==> config.mk <==
export PLATFORM = sky130hd
export DESIGN_NAME = fir_seq_ctrl
export DESIGN_NICKNAME = d
export VERILOG_FILES = /design/src/rtl/fir_seq_ctrl.sv
export SDC_FILE = /design/constraint.sdc
export NUM_CORES = 1
export LEC_CHECK = 0
export CAP_MARGIN = 10
export CORE_MARGIN = 2
export CORE_UTILIZATION = 59
export CTS_CLUSTER_SIZE = 20
export DETAILED_ROUTE_END_ITERATION = 16
export PLACE_DENSITY_LB_ADDON = 0.25
export RECOVER_POWER = 50
export SLEW_MARGIN = 10
export SYNTH_ARGS = -nofsm -noshare
export SYNTH_HDL_FRONTEND = slang
export SYNTH_SLANG_ARGS = --single-unit
==> constraint.sdc <==
create_clock -name iClk12M -period 8.4 [get_ports iClk12M]
set_input_delay 0.84 -clock iClk12M [delete_from_list [all_inputs] [get_ports iClk12M]]
set_output_delay 0.84 -clock iClk12M [all_outputs]
set_load 0.005 [all_outputs]
==> src/rtl/fir_seq_ctrl.sv <==
// fir_seq_ctrl -- sequencer for the 4-bank x 10-tap reconfigurable FIR.
//
// Loads NBANK banks of NTAP coefficients from a host valid/ready stream.
// Each bank is buffered, then written to the filter as an (NTAP+1)-cycle
// update burst that starts with a zero word. GAP idle cycles follow each
// burst. In run mode every accepted sample strobe becomes a one-cycle FirIn
// pulse plus an (NTAP+1)-cycle read/MAC window on the latched bank.
//
// Ports
//   iClk12M, iRst         12 MHz clock, asynchronous active-high reset
//   iEnSample600k         one-cycle sample strobe
//   iCfgStart             pulse, starts a full coefficient load
//   iCoefValid/iCoefData  host coefficient stream, oCoefReady accepts it
//   iRunEn                level, enables sample sequencing
//   iBankSel/iPulseIn     bank and symbol captured at each served strobe
//   oCoeffUpdateFlag/oWtDtRam/oMemRdFlag/oModuleSel/oFirIn  filter controls
//   oLoadDone             one-cycle pulse when the full load has finished
//   oBusy                 high outside IDLE and RUN_WAIT
//   oSampleMiss           sticky, a strobe was dropped
//
// state    | meaning
// ---------+-----------------------------------------------------------
// IDLE     | after reset, waiting for the first load request
// COLLECT  | accepting NTAP coefficients of the current bank
// WRITE    | update burst, zero word then the NTAP buffered words
// GAP      | GAP quiet cycles after a burst
// RUN_WAIT | all banks loaded, waiting for a strobe or a reload
// RUN_RD   | read/MAC window for one sample

module fir_seq_ctrl #(
    parameter int NTAP  = 10,
    parameter int NBANK = 4,
    parameter int GAP   = 5
) (
    input  logic        iClk12M,
    input  logic        iRst,
    input  logic        iEnSample600k,
    input  logic        iCfgStart,
    input  logic        iCoefValid,
    input  logic [15:0] iCoefData,
    output logic        oCoefReady,
    input  logic        iRunEn,
    input  logic [1:0]  iBankSel,
    input  logic [2:0]  iPulseIn,
    output logic        oCoeffUpdateFlag,
    output logic [15:0] oWtDtRam,
    output logic        oMemRdFlag,
    output logic [1:0]  oModuleSel,
    output logic [2:0]  oFirIn,
    output logic        oLoadDone,
    output logic        oBusy,
    output logic        oSampleMiss
);

    localparam int TMAX = (NTAP > GAP) ? NTAP : GAP;
    localparam int TW   = $clog2(TMAX + 1);
    localparam int CW   = $clog2(NTAP + 1);

    localparam logic [2:0] S_IDLE     = 3'd0;
    localparam logic [2:0] S_COLLECT  = 3'd1;
    localparam logic [2:0] S_WRITE    = 3'd2;
    localparam logic [2:0] S_GAP      = 3'd3;
    localparam logic [2:0] S_RUN_WAIT = 3'd4;
    localparam logic [2:0] S_RUN_RD   = 3'd5;

    logic [2:0]    state_q, state_d;
    logic [TW-1:0] tmr_q, tmr_d;
    logic [CW-1:0] cnt_q, cnt_d;
    logic [1:0]    bank_q, bank_d;
    logic [1:0]    rbank_q, rbank_d;
    logic [2:0]    rpulse_q, rpulse_d;
    logic          pend_q, pend_d;
    logic [15:0]   coef_q [NTAP];

    logic          ready_q, ready_d;
    logic          upd_q, upd_d;
    logic [15:0]   wdat_q, wdat_d;
    logic          mrd_q, mrd_d;
    logic [1:0]    msel_q, msel_d;
    logic [2:0]    firin_q, firin_d;
    logic          done_q, done_d;
    logic          busy_q, busy_d;
    logic          miss_q, miss_d;

    logic          accept;
    logic          start_req;
    logic [CW-1:0] widx;

    // ready is only ever high in COLLECT, so this is the handshake
    assign accept    = ready_q & iCoefValid;
    // a reload requested during a read window is replayed from RUN_WAIT
    assign start_req = iCfgStart | pend_q;
    // the timer counts NTAP..0 through a burst; word index trails by one
    assign widx      = CW'(NTAP - 1) - CW'(tmr_q);

    always_comb begin
        state_d  = state_q;
        tmr_d    = tmr_q;
        cnt_d    = cnt_q;
        bank_d   = bank_q;
        rbank_d  = rbank_q;
        rpulse_d = rpulse_q;
        pend_d   = pend_q;
        ready_d  = 1'b0;
        upd_d    = 1'b0;
        wdat_d   = 16'h0000;
        mrd_d    = 1'b0;
        msel_d   = msel_q;
        firin_d  = 3'b000;
        done_d   = 1'b0;
        miss_d   = miss_q;

        if (iEnSample600k && (state_q inside {S_COLLECT, S_WRITE, S_GAP, S_RUN_RD}))
            miss_d = 1'b1;

        case (state_q)
            S_IDLE: begin
                if (iCfgStart) begin
                    state_d = S_COLLECT;
                    bank_d  = 2'd0;
                    cnt_d   = '0;
                    ready_d = 1'b1;
                end
            end
            S_COLLECT: begin
                ready_d = 1'b1;
                if (accept) begin
                    cnt_d = cnt_q + 1'b1;
                    if (cnt_q == CW'(NTAP - 1)) begin
                        ready_d = 1'b0;
                        state_d = S_WRITE;
                        tmr_d   = TW'(NTAP);
                    end
                end
            end
            S_WRITE: begin
                upd_d  = 1'b1;
                msel_d = bank_q;
                wdat_d = (tmr_q == TW'(NTAP)) ? 16'h0000 : coef_q[widx];
                if (tmr_q == '0) begin
                    state_d = S_GAP;
                    tmr_d   = TW'(GAP - 1);
                end else begin
                    tmr_d = tmr_q - 1'b1;
                end
            end
            S_GAP: begin
                if (tmr_q == '0) begin
                    if (bank_q != 2'(NBANK - 1)) begin
                        bank_d  = bank_q + 1'b1;
                        cnt_d   = '0;
                        ready_d = 1'b1;
                        state_d = S_COLLECT;
                    end else begin
                        done_d  = 1'b1;
                        state_d = S_RUN_WAIT;
                    end
                end else begin
                    tmr_d = tmr_q - 1'b1;
                end
            end
            S_RUN_WAIT: begin
                if (start_req) begin
                    // reload wins; a coincident enabled strobe is lost
                    if (iEnSample600k && iRunEn)
                        miss_d = 1'b1;
                    state_d = S_COLLECT;
                    bank_d  = 2'd0;
                    cnt_d   = '0;
                    pend_d  = 1'b0;
                    ready_d = 1'b1;
                end else if (iEnSample600k && iRunEn) begin
                    rbank_d  = iBankSel;
                    rpulse_d = iPulseIn;
                    tmr_d    = TW'(NTAP);
                    state_d  = S_RUN_RD;
                end
            end
            S_RUN_RD: begin
                mrd_d   = 1'b1;
                msel_d  = rbank_q;
                firin_d = (tmr_q == TW'(NTAP)) ? rpulse_q : 3'b000;
                if (iCfgStart)
                    pend_d = 1'b1;
                if (tmr_q == '0)
                    state_d = S_RUN_WAIT;
                else
                    tmr_d = tmr_q - 1'b1;
            end
            default: state_d = S_IDLE;
        endcase

        busy_d = !((state_d == S_IDLE) || (state_d == S_RUN_WAIT));
    end

    always_ff @(posedge iClk12M or posedge iRst) begin
        if (iRst) begin
            state_q  <= S_IDLE;
            tmr_q    <= '0;
            cnt_q    <= '0;
            bank_q   <= '0;
            rbank_q  <= '0;
            rpulse_q <= '0;
            pend_q   <= 1'b0;
            ready_q  <= 1'b0;
            upd_q    <= 1'b0;
            wdat_q   <= '0;
            mrd_q    <= 1'b0;
            msel_q   <= '0;
            firin_q  <= '0;
            done_q   <= 1'b0;
            busy_q   <= 1'b0;
            miss_q   <= 1'b0;
        end else begin
            state_q  <= state_d;
            tmr_q    <= tmr_d;
            cnt_q    <= cnt_d;
            bank_q   <= bank_d;
            rbank_q  <= rbank_d;
            rpulse_q <= rpulse_d;
            pend_q   <= pend_d;
            ready_q  <= ready_d;
            upd_q    <= upd_d;
            wdat_q   <= wdat_d;
            mrd_q    <= mrd_d;
            msel_q   <= msel_d;
            firin_q  <= firin_d;
            done_q   <= done_d;
            busy_q   <= busy_d;
            miss_q   <= miss_d;
        end
    end

    always_ff @(posedge iClk12M or posedge iRst) begin
        if (iRst) begin
            for (int i = 0; i < NTAP; i++)
                coef_q[i] <= '0;
        end else if (accept) begin
            coef_q[cnt_q] <= iCoefData;
        end
    end

    assign oCoefReady       = ready_q;
    assign oCoeffUpdateFlag = upd_q;
    assign oWtDtRam         = wdat_q;
    assign oMemRdFlag       = mrd_q;
    assign oModuleSel       = msel_q;
    assign oFirIn           = firin_q;
    assign oLoadDone        = done_q;
    assign oBusy            = busy_q;
    assign oSampleMiss      = miss_q;

endmodule

== Word-level counts from Yosys, hierarchy flattened ==
Index checks and enable logic that the tools add are counted.

* Register bits: 206
* Input port bits: 27
* Output and inout port bits: 27
* Logic and storage cells: 135

* $add $sub $neg: 4
* Magnitude comparators: 3
* Equal/unequal tests: 19
* Multiplexer cells: 58
* Bitwise gates (word level): 5
* Reduce and logical (&&, ||, !) cells: 20

{| class="wikitable"
|+ Operators by type and width
! operator !! count
|-
| $bwmux W160 || 1
|-
| $mux W16 || 5
|-
| $bmux W16 S4 || 1
|-
| $demux W16 S4 || 1
|-
| $mux W4 || 11
|-
| $mux W3 || 11
|-
| $pmux W4 S4 || 2
|-
| $pmux W3 S6 || 1
|-
| $mux W1 || 17
|-
| $ne A2 B2 Y1 const B || 8
|-
| $reduce_and A6 Y1 || 2
|-
| $reduce_bool A4 Y1 || 3
|-
| $ge A5 B5 Y1 const B || 2
|-
| $not A4 Y5 || 2
|-
| $eq A3 B3 Y1 const B || 3
|-
| $eq A4 B4 Y1 const B || 2
|-
| $mux W2 || 4
|-
| $eq A3 B2 Y1 const B || 2
|-
| $logic_not A3 Y1 || 2
|-
| $ne A2 B1 Y1 const B || 3
|-
| $pmux W2 S3 || 1
|-
| $reduce_and A3 Y1 || 2
|-
| $lt A5 B1 Y1 const B || 1
|-
| $reduce_and A5 Y1 || 1
|-
| other kinds (18) || 21
|}

== Logic depth before layout (Yosys ltp) ==
* Word-level depth: 7
* Depth in mapped cells: 11
* Depth with buffers taken out: 7

== Worst setup path before layout ==
No wires, ideal clock.

* Path type: reg-to-reg
* Start point: register tmr_q[1]
* End point: register wdat_q[10] (netlist: oWtDtRam[10])
* Setup time: 0.138 ns
* Arrival: 2.454 ns
* Required time: 8.262 ns
* Path slack: 5.808 ns
* Cell stages (with the launch flop): 9
* Path buffers: 4
* Clock period less this slack: 2.592 ns
* Cell sequence: dfrtp_1 > clkbuf_1 > clkbuf_1 > inv_1 > ha_1 > clkbuf_1 > clkbuf_1 > mux2i_1 > o22ai_1

* Longest elaborated chain between the ends: 7
* Elaborated cells on any way between the ends: 8
* Classes of those cells: 1 x add/sub; 1 x eq/ne; 5 x mux; 1 x bitwise

{| class="wikitable"
|+ RTL lines
! what !! RTL line !! text
|-
| start: declaration || 67 || <nowiki>logic [TW-1:0] tmr_q, tmr_d;</nowiki>
|-
| start signal: assignment || 216 || <nowiki>tmr_q <= tmr_d;</nowiki>
|-
| $sub A4 B4 Y4 || 94 || <nowiki>assign widx = CW'(NTAP - 1) - CW'(tmr_q);</nowiki>
|-
| $not A4 Y5 (not written as such) || 139 || <nowiki>wdat_d = (tmr_q == TW'(NTAP)) ? 16'h0000 : coef_q[widx];</nowiki>
|-
| $bmux W16 S4 || 139 ||
|-
| $mux W16 (not written as such) (2 in series) || 139 ||
|-
| $mux W16 * || 139 ||
|-
| $mux W16 * || 116 || <nowiki>case (state_q)</nowiki>
|-
| net wdat_d[10] || 77 || <nowiki>logic [15:0] wdat_q, wdat_d;</nowiki>
|-
| end signal: assignment || 224 || <nowiki>wdat_q <= wdat_d;</nowiki>
|-
| end: declaration || 77 ||
|}

Mark *: on every way through the listed nets, which the timed path passes. The rest lies on a longest branch. The select of a mux whose other input is x is not followed.
A chain may end at the register's enable or synchronous reset.

== Worst setup path after layout ==
* Start point: input port iCoefValid
* End point: register tmr_q[2]

* Longest elaborated chain between the ends: 3

{| class="wikitable"
|+ RTL lines
! what !! RTL line !! text
|-
| start: declaration || 39 || <nowiki>input logic iCoefValid,</nowiki>
|-
| $and A1 B1 Y1 || 90 || <nowiki>assign accept = ready_q & iCoefValid;</nowiki>
|-
| $ne A2 B2 Y1 (no source line) || - ||
|-
| $reduce_and A6 Y1 (no source line) || - ||
|}

Every way passes these cells.

==> results.txt <==
VDD IR max: 0.192 mV
P_leak: 4.88 nW
Post-Synthesis Cells: 636
CTS max path bufs: 3
Clock Skews: 0.00754 ns
Final setup fails: 0
Final WL: 18,900 um
Max Freq: 319 MHz
Clock root buffer: clkbuf_16
Status: finished, final reports clean
Vias in the first global route: 5,766
Gr busiest metal: met2
Met1 Use GR: 0.329
Via count: 5,381
Post-DRT Antenna Nets: 0
RSZ-0062 raised after global routing: no
Synth Net Count: 672
Setup TNS: 0 ns
Syn Std Cell Area: 0.00919 mm^2
CTS buffer count: 22
Worst Hold Class: reg -> reg
Inst Count DP: 833
Worst r2r src: tmr_q[2]
P&R area growth vs syn: 14.2%
Max Cap Viol: 0
GPL Wtd Cong: 0.829
Post_cts resized: 0
Setup ws final: 5.26 ns
Synth Area in Simple Gates: 0.0407
Critical-path maximum fanout: 19
Worst Setup SP: iCoefValid
Area after DPL: 0.00978 mm^2
Yosys reg bits: 206
CP required: 8.77 ns
Final net count: 705
Avg Cell Area, Syn: 14.4 um^2
Post-Layout Cell Count: 871
Hold-fix buffers, CTS: 0
Max-slew headroom: 0.209
Clock Latency Late Sink: 0.49 ns
Die H: 129 um
Post-place setup slack: 4.85 ns
Complex-gate fraction of the synthesized area: 0.0388
DR pass1 iterations: 4
Vias per cell: 6.18
Clk sinks: 206
Dpl hpwl: 11,000 um
Routed len/inst: 21.7 um
Core ar.: 0.0152 mm^2
Antenna violations before repair: 0
Share of cells above drive strength 1: 0.346
Final Critical Period: 3.14 ns
Largest net degree at the start of global routing: 127
Aggregate global routing overflow: 0
Clock transition at path regs: 0.06 ns
Worst Setup End Kind: register
Final Cell Area: 0.0105 mm^2
Setup bufs post-CTS: 0
Io pins: 54
WS Path Type: in -> reg
Met3 usage: 0.0420
Final count of hold timing violations: 0
Yosys warning count: 0
Iter 0 DRT Violations: 326
DRC: 0
HP Start: rpulse_q[1]
Final worst-path cycle share: 0.373
# diodes: 0
Slew @ Worst Pin: 1.19 ns
Largest family of logic cells by synthesized area: multiplexers
Count of final max-slew check failures: 0
Post-synthesis mux area share: 0.321
CP startpoint kind: input pin
H-tree depth: 1
Row count: 45
CTS tree: done
Die area: 0.0166 mm^2
# port buffers: 53
Post-Synth Adder-Cell Area: 0.0123
Netlist cell types: 43
Post-synth top area share: 0.561
XOR/XNOR share of the synthesized area: 0
Cell taking the most area after synthesis: dfrtp_1
First-pass GRT wire length: 30,800 um
P per Cell Area: 333 mW/mm^2
Die X: 129 um
Most area-consuming cells after synthesis: dfrtp_1 (56%), mux2_2 (20%), mux4_2 (7.8%), mux2i_1 (4.0%), ha_1 (1.2%)
Met2 usage: 0.403
Total GRT Usage: 0.241
Sequential share of the synthesized area: 0.561
CP arrival: 3.51 ns
Starting density of the core: 0.604
[critical path, cell delays in order]
cell           delay, ns
dlygate4sd3_1       0.56
and3b_1             0.21
nand3_1             0.75
o211a_1             0.60
or2_1               0.29
a22o_1              0.25
[per-stage QoR]
stage	power (mW)	hold slack, ns	utilization
2_1_floorplan	2.31	0.444	-
3_3_place_gp	2.50	0.455	0.643
3_5_place_dp	2.58	0.458	0.643
4_1_cts	3.54	0.471	0.691
5_1_grt	3.70	0.513	0.690
6_report	3.50	0.473	0.690
[area by class of cell]
type                            instances  area, um^2
Fill cell                            1025        4710
Multi-Input combinational cell        374        3790
Timing Repair Buffer                   56         553
Clock buffer                           38         722
Sequential cell                       206        5160
Inverter                                9        41.3
Tap cell                              188         235
[power by group]
group	switching [mW]	leakage, nW	internal (mW)
clock	0.366	0.355	0.578
sequential	0.190	2.68	1.32
combinational	0.473	1.84	0.574
[cells in the mapped netlist, drive strengths merged]
cell type / number
a22o: 1
and3b: 2
and4: 2
or3: 2
o211a: 1
or2: 2
a21boi: 1
and2: 4
mux2: 165
o22ai: 18
dfrtp: 206
a32o: 1
a21oi: 7
mux2i: 37
nand2b: 3
nor2: 13
or4: 1
nor3: 4
mux4: 32
o32a: 1
clkinv: 1
o21bai: 1
inv: 8
a21o: 1
nand3: 9
o211ai: 1
o31ai: 1
buf: 26
o21ai: 20
nand4: 3
clkbuf: 21
or3b: 1
ha: 9
nor3b: 2
nand2: 26
and2b: 1
a211o: 1
a31oi: 1
[placed cells by master, fill, tap and decap left out, types with 6 or more instances in the layout]
cell,instances
mux2i_1,37
mux2_2,165
nand2_1,26
a21oi_1,7
mux4_2,32
clkbuf_1,6
nor2_1,13
clkbuf_8,9
ha_1,9
nand3_1,9
inv_1,7
dfrtp_1,205
o21ai_0,19
o22ai_1,17
clkbuf_16,23
clkdlybuf4s50_1,23
dlygate4sd3_1,30
[sequential cells by signal, indices dropped and copies added, names as in the netlist, 3 cells and up]
name,count
tmr_q,4
state_q,3
oWtDtRam,16
oFirIn,3
rpulse_q,3
cnt_q,4
coef_q,160
[kinds of logic after synthesis]
family | count (synthesis)
multiplexers | 234
flip-flops | 206
adder cells (fa/ha/maj) | 9
AND/OR/NAND/NOR | 75
buffers and inverters | 56
AO/OA/AOI/OAI | 56
[routing by layer]
| metal | vias to the layer above | part of all wire |
|---|---|---|
| met1 | 2806 | 0.43 |
| met5 | - | 0 |
| met3 | 37 | 0.045 |
| met2 | 132 | 0.50 |
| li1 | 2406 | - |
| met4 | 0 | 0.024 |
[worst paths after layout]
path	endpoint	slack [ns]	depth (start not counted)
worst max-delay path	tmr_q[2]	5.26	6
worst min-delay path	oFirIn[1]	0.47	1
worst max register to register	oWtDtRam[15]	5.48	5
worst min register to register	oFirIn[1]	0.47	1
max in group asynchronous	tmr_q[0]	5.79	3
min in group asynchronous	coef_q[152]	1.03	2
Power figures use the tool's default switching activity.
==> RTL edit, RTL diff (same flow settings) <==
`GAP`: 5 -> 4.
--- a/src/rtl/fir_seq_ctrl.sv
+++ b/src/rtl/fir_seq_ctrl.sv
@@ -31,5 +31,5 @@
     parameter int NTAP  = 10,
     parameter int NBANK = 4,
-    parameter int GAP   = 5
+    parameter int GAP   = 4
 ) (
     input  logic        iClk12M,
Formal check against the unedited RTL: no difference found for any inputs over 10 cycles, from zero or initial values and one cycle with iRst high; that may be too few to reach the edited logic, so the function may still have changed.
==> RTL edit against the unedited design <==
- the flow now finishes with violations (max-capacitance violations, max-slew violations)
- core utilization is 1.1 points higher
- setup slack worse by 0.84 ns
- final area increased by 2.3%
- sequential cell count stayed put
- wire length rose by 5.7%
- non-clock buffer count grew 8
- critical path type is now register to register
- area after synthesis grew 1.4%
- highest routed layer unchanged
- sequential share of layout area shrank 1.1 points
- total power rose by 12%
- critical path depth rose by 1
- combinational power increased by 19%
==> RTL edit: results (changes against the unedited design) <==
Status
Outcome: complete, but fails checks (was complete, no violations). The final reports fail on max-capacitance violations, max-slew violations.

Yosys
Leading post-synthesis cells by cell area: dfrtp_1, mux2_2, mux4_2 (unchanged). The part of the Yosys area used for sequential elements is 55.3% (was 56.1%). The net count after synthesis is 680 (was 672).

The count of distinct cell types in the synthesized netlist is 56 (was 43). The mean post-synth cell area is 14.5 µm² (was 14.4 µm²). Commonest cells post-synth: dfrtp_1, mux2_2, mux2i_1, mux4_2, buf_2 (was dfrtp_1, mux2_2, mux2i_1, mux4_2, nand2_1).

Detailed routing
The total met2 wirelength after detailed routing is 9990 µm (was 9440 µm). The final routed wire length divided by cell count is 22.0 µm (was 21.7 µm). The total length of routed met3 wires is 768 µm (was 852 µm). The routed via count came to 5561 (was 5381).

The total iterations of the first detailed-routing run came to 5 (was 4). The count of routing violations after the opening detailed-route iteration came to 490 (was 326). The wire length on met1 is 8660 µm (was 8160 µm).

Placed design
The total placed instance area is 0.00996 mm² (was 0.00978 mm²). The number of cells in the design after placement is 867 (was 833). The post-detailed-placement half-perimeter wirelength is 12200 µm (was 11000 µm). The last weighted congestion value of the routability-driven placer is 0.836 (was 0.829).

Finish
The count of non-filler cells in the finished layout is 907 (was 871). The fill cell total of the finished layout is 1077 (was 1025). The share of post-route cells with drive strength above 1 is 35.5% (was 34.6%). The number of flip-flops under the largest register name is 160 (unchanged). The final net count is 717 (was 705).

Power
The switching portion of total power is 29.7% (was 29.4%). The leakage power came to 4.95 nW (was 4.88 nW). The worst-case vdd ir drop was 0.212 mV (was 0.192 mV).

Timing
The count of final max-slew check failures is 36 (was 0). The clock tree skew after final layout was 0.0109 ns (was 0.00754 ns). The relative slew slack is -56.0% (was 20.9%).

Job
The number of maximum-capacitance violations is 1 (was 0).

GRT
The largest net degree at the start of global routing was 145 (was 127). The overall routing resource usage was 25.3% (was 24.1%).

Setup path
The critical path's top delay family is buffers and inverters (was simple AND/OR/NAND/NOR gates). The arrival time at the worst endpoint is 4.34 ns (was 3.51 ns). The delay of the slowest cell on the worst path is 1.67 ns (was 0.75 ns).

The worst-path cell with the longest stage delay is clkbuf_1 (was nand3_1). The largest fanout on the critical path is 35 (was 19).
==> RTL edit: final cells by class <==
type                    count  area share, %
multi-input cells         374           36.1
inverters                  12          0.489
flip-flops and latches    206           48.0
clock inverters             5          0.967
repair buffers             64           5.64
clock buffers              35           6.34
well taps                 211           2.46
==> RTL edit: kinds of logic after synthesis <==
group	after synthesis	synth area share, %
mux	233	31.6
flops	206	55.3
simple gates	69	4.10
buf+inv	63	3.02
compound gates	61	4.54
fa+ha+maj	10	1.34
xor+xnor	1	0.0940
==> RTL edit: worst paths after layout <==
path	start	end	slack [ns]	depth (start not counted)
worst max-delay path	tmr_q[1]	oWtDtRam[4]	4.43	7
worst min-delay path	oSampleMiss	oSampleMiss	0.47	1
worst max register to register	tmr_q[1]	oWtDtRam[4]	4.43	7
worst min register to register	oSampleMiss	oSampleMiss	0.47	1
max in group asynchronous	iRst	coef_q[19]	5.99	3
min in group asynchronous	iRst	coef_q[27]	1.07	2
==> RTL edit: power by group through the flow <==
stage / registers, mW / clock network, mW / logic (mW)
final: 1.63 / 1.04 / 1.25
after global routing: 1.68 / 1.09 / 1.36
after floorplan: 1.54 / 0 / 1.03
after CTS: 1.63 / 1.05 / 1.26
after global placement: 1.60 / 0 / 1.21
after detailed placement: 1.64 / 0 / 1.26
==> RTL edit: worst register-to-register path: stages, from the launching register on <==
cell,delay (ns)
dfrtp_1,0.34
clkbuf_1,1.67
ha_1,0.36
nor2b_1,0.20
nor3_1,0.06
o21ai_1,0.73
buf_4,0.34
o22ai_1,0.14
==> RTL edit: per-layer routing <==
| metal | vias to the layer above | GRT usage, % |
|---|---|---|
| met2 | 142 | 42.2 |
| li1 | 2449 | - |
| met4 | 0 | 9.17 |
| met1 | 2927 | 34.6 |
| met3 | 43 | 3.14 |
| met5 | - | 0 |
==> RTL edit: stage by stage <==
stage          hold WS [ns]  utilization [%]  setup slack [ns]
3_3_place_gp          0.459             65.1              5.07
4_1_cts               0.482             70.2              5.48
3_5_place_dp          0.469             65.1              5.06
6_report              0.472             70.1              4.43
2_1_floorplan         0.444                -              1.94
5_1_grt               0.493             70.1              4.31
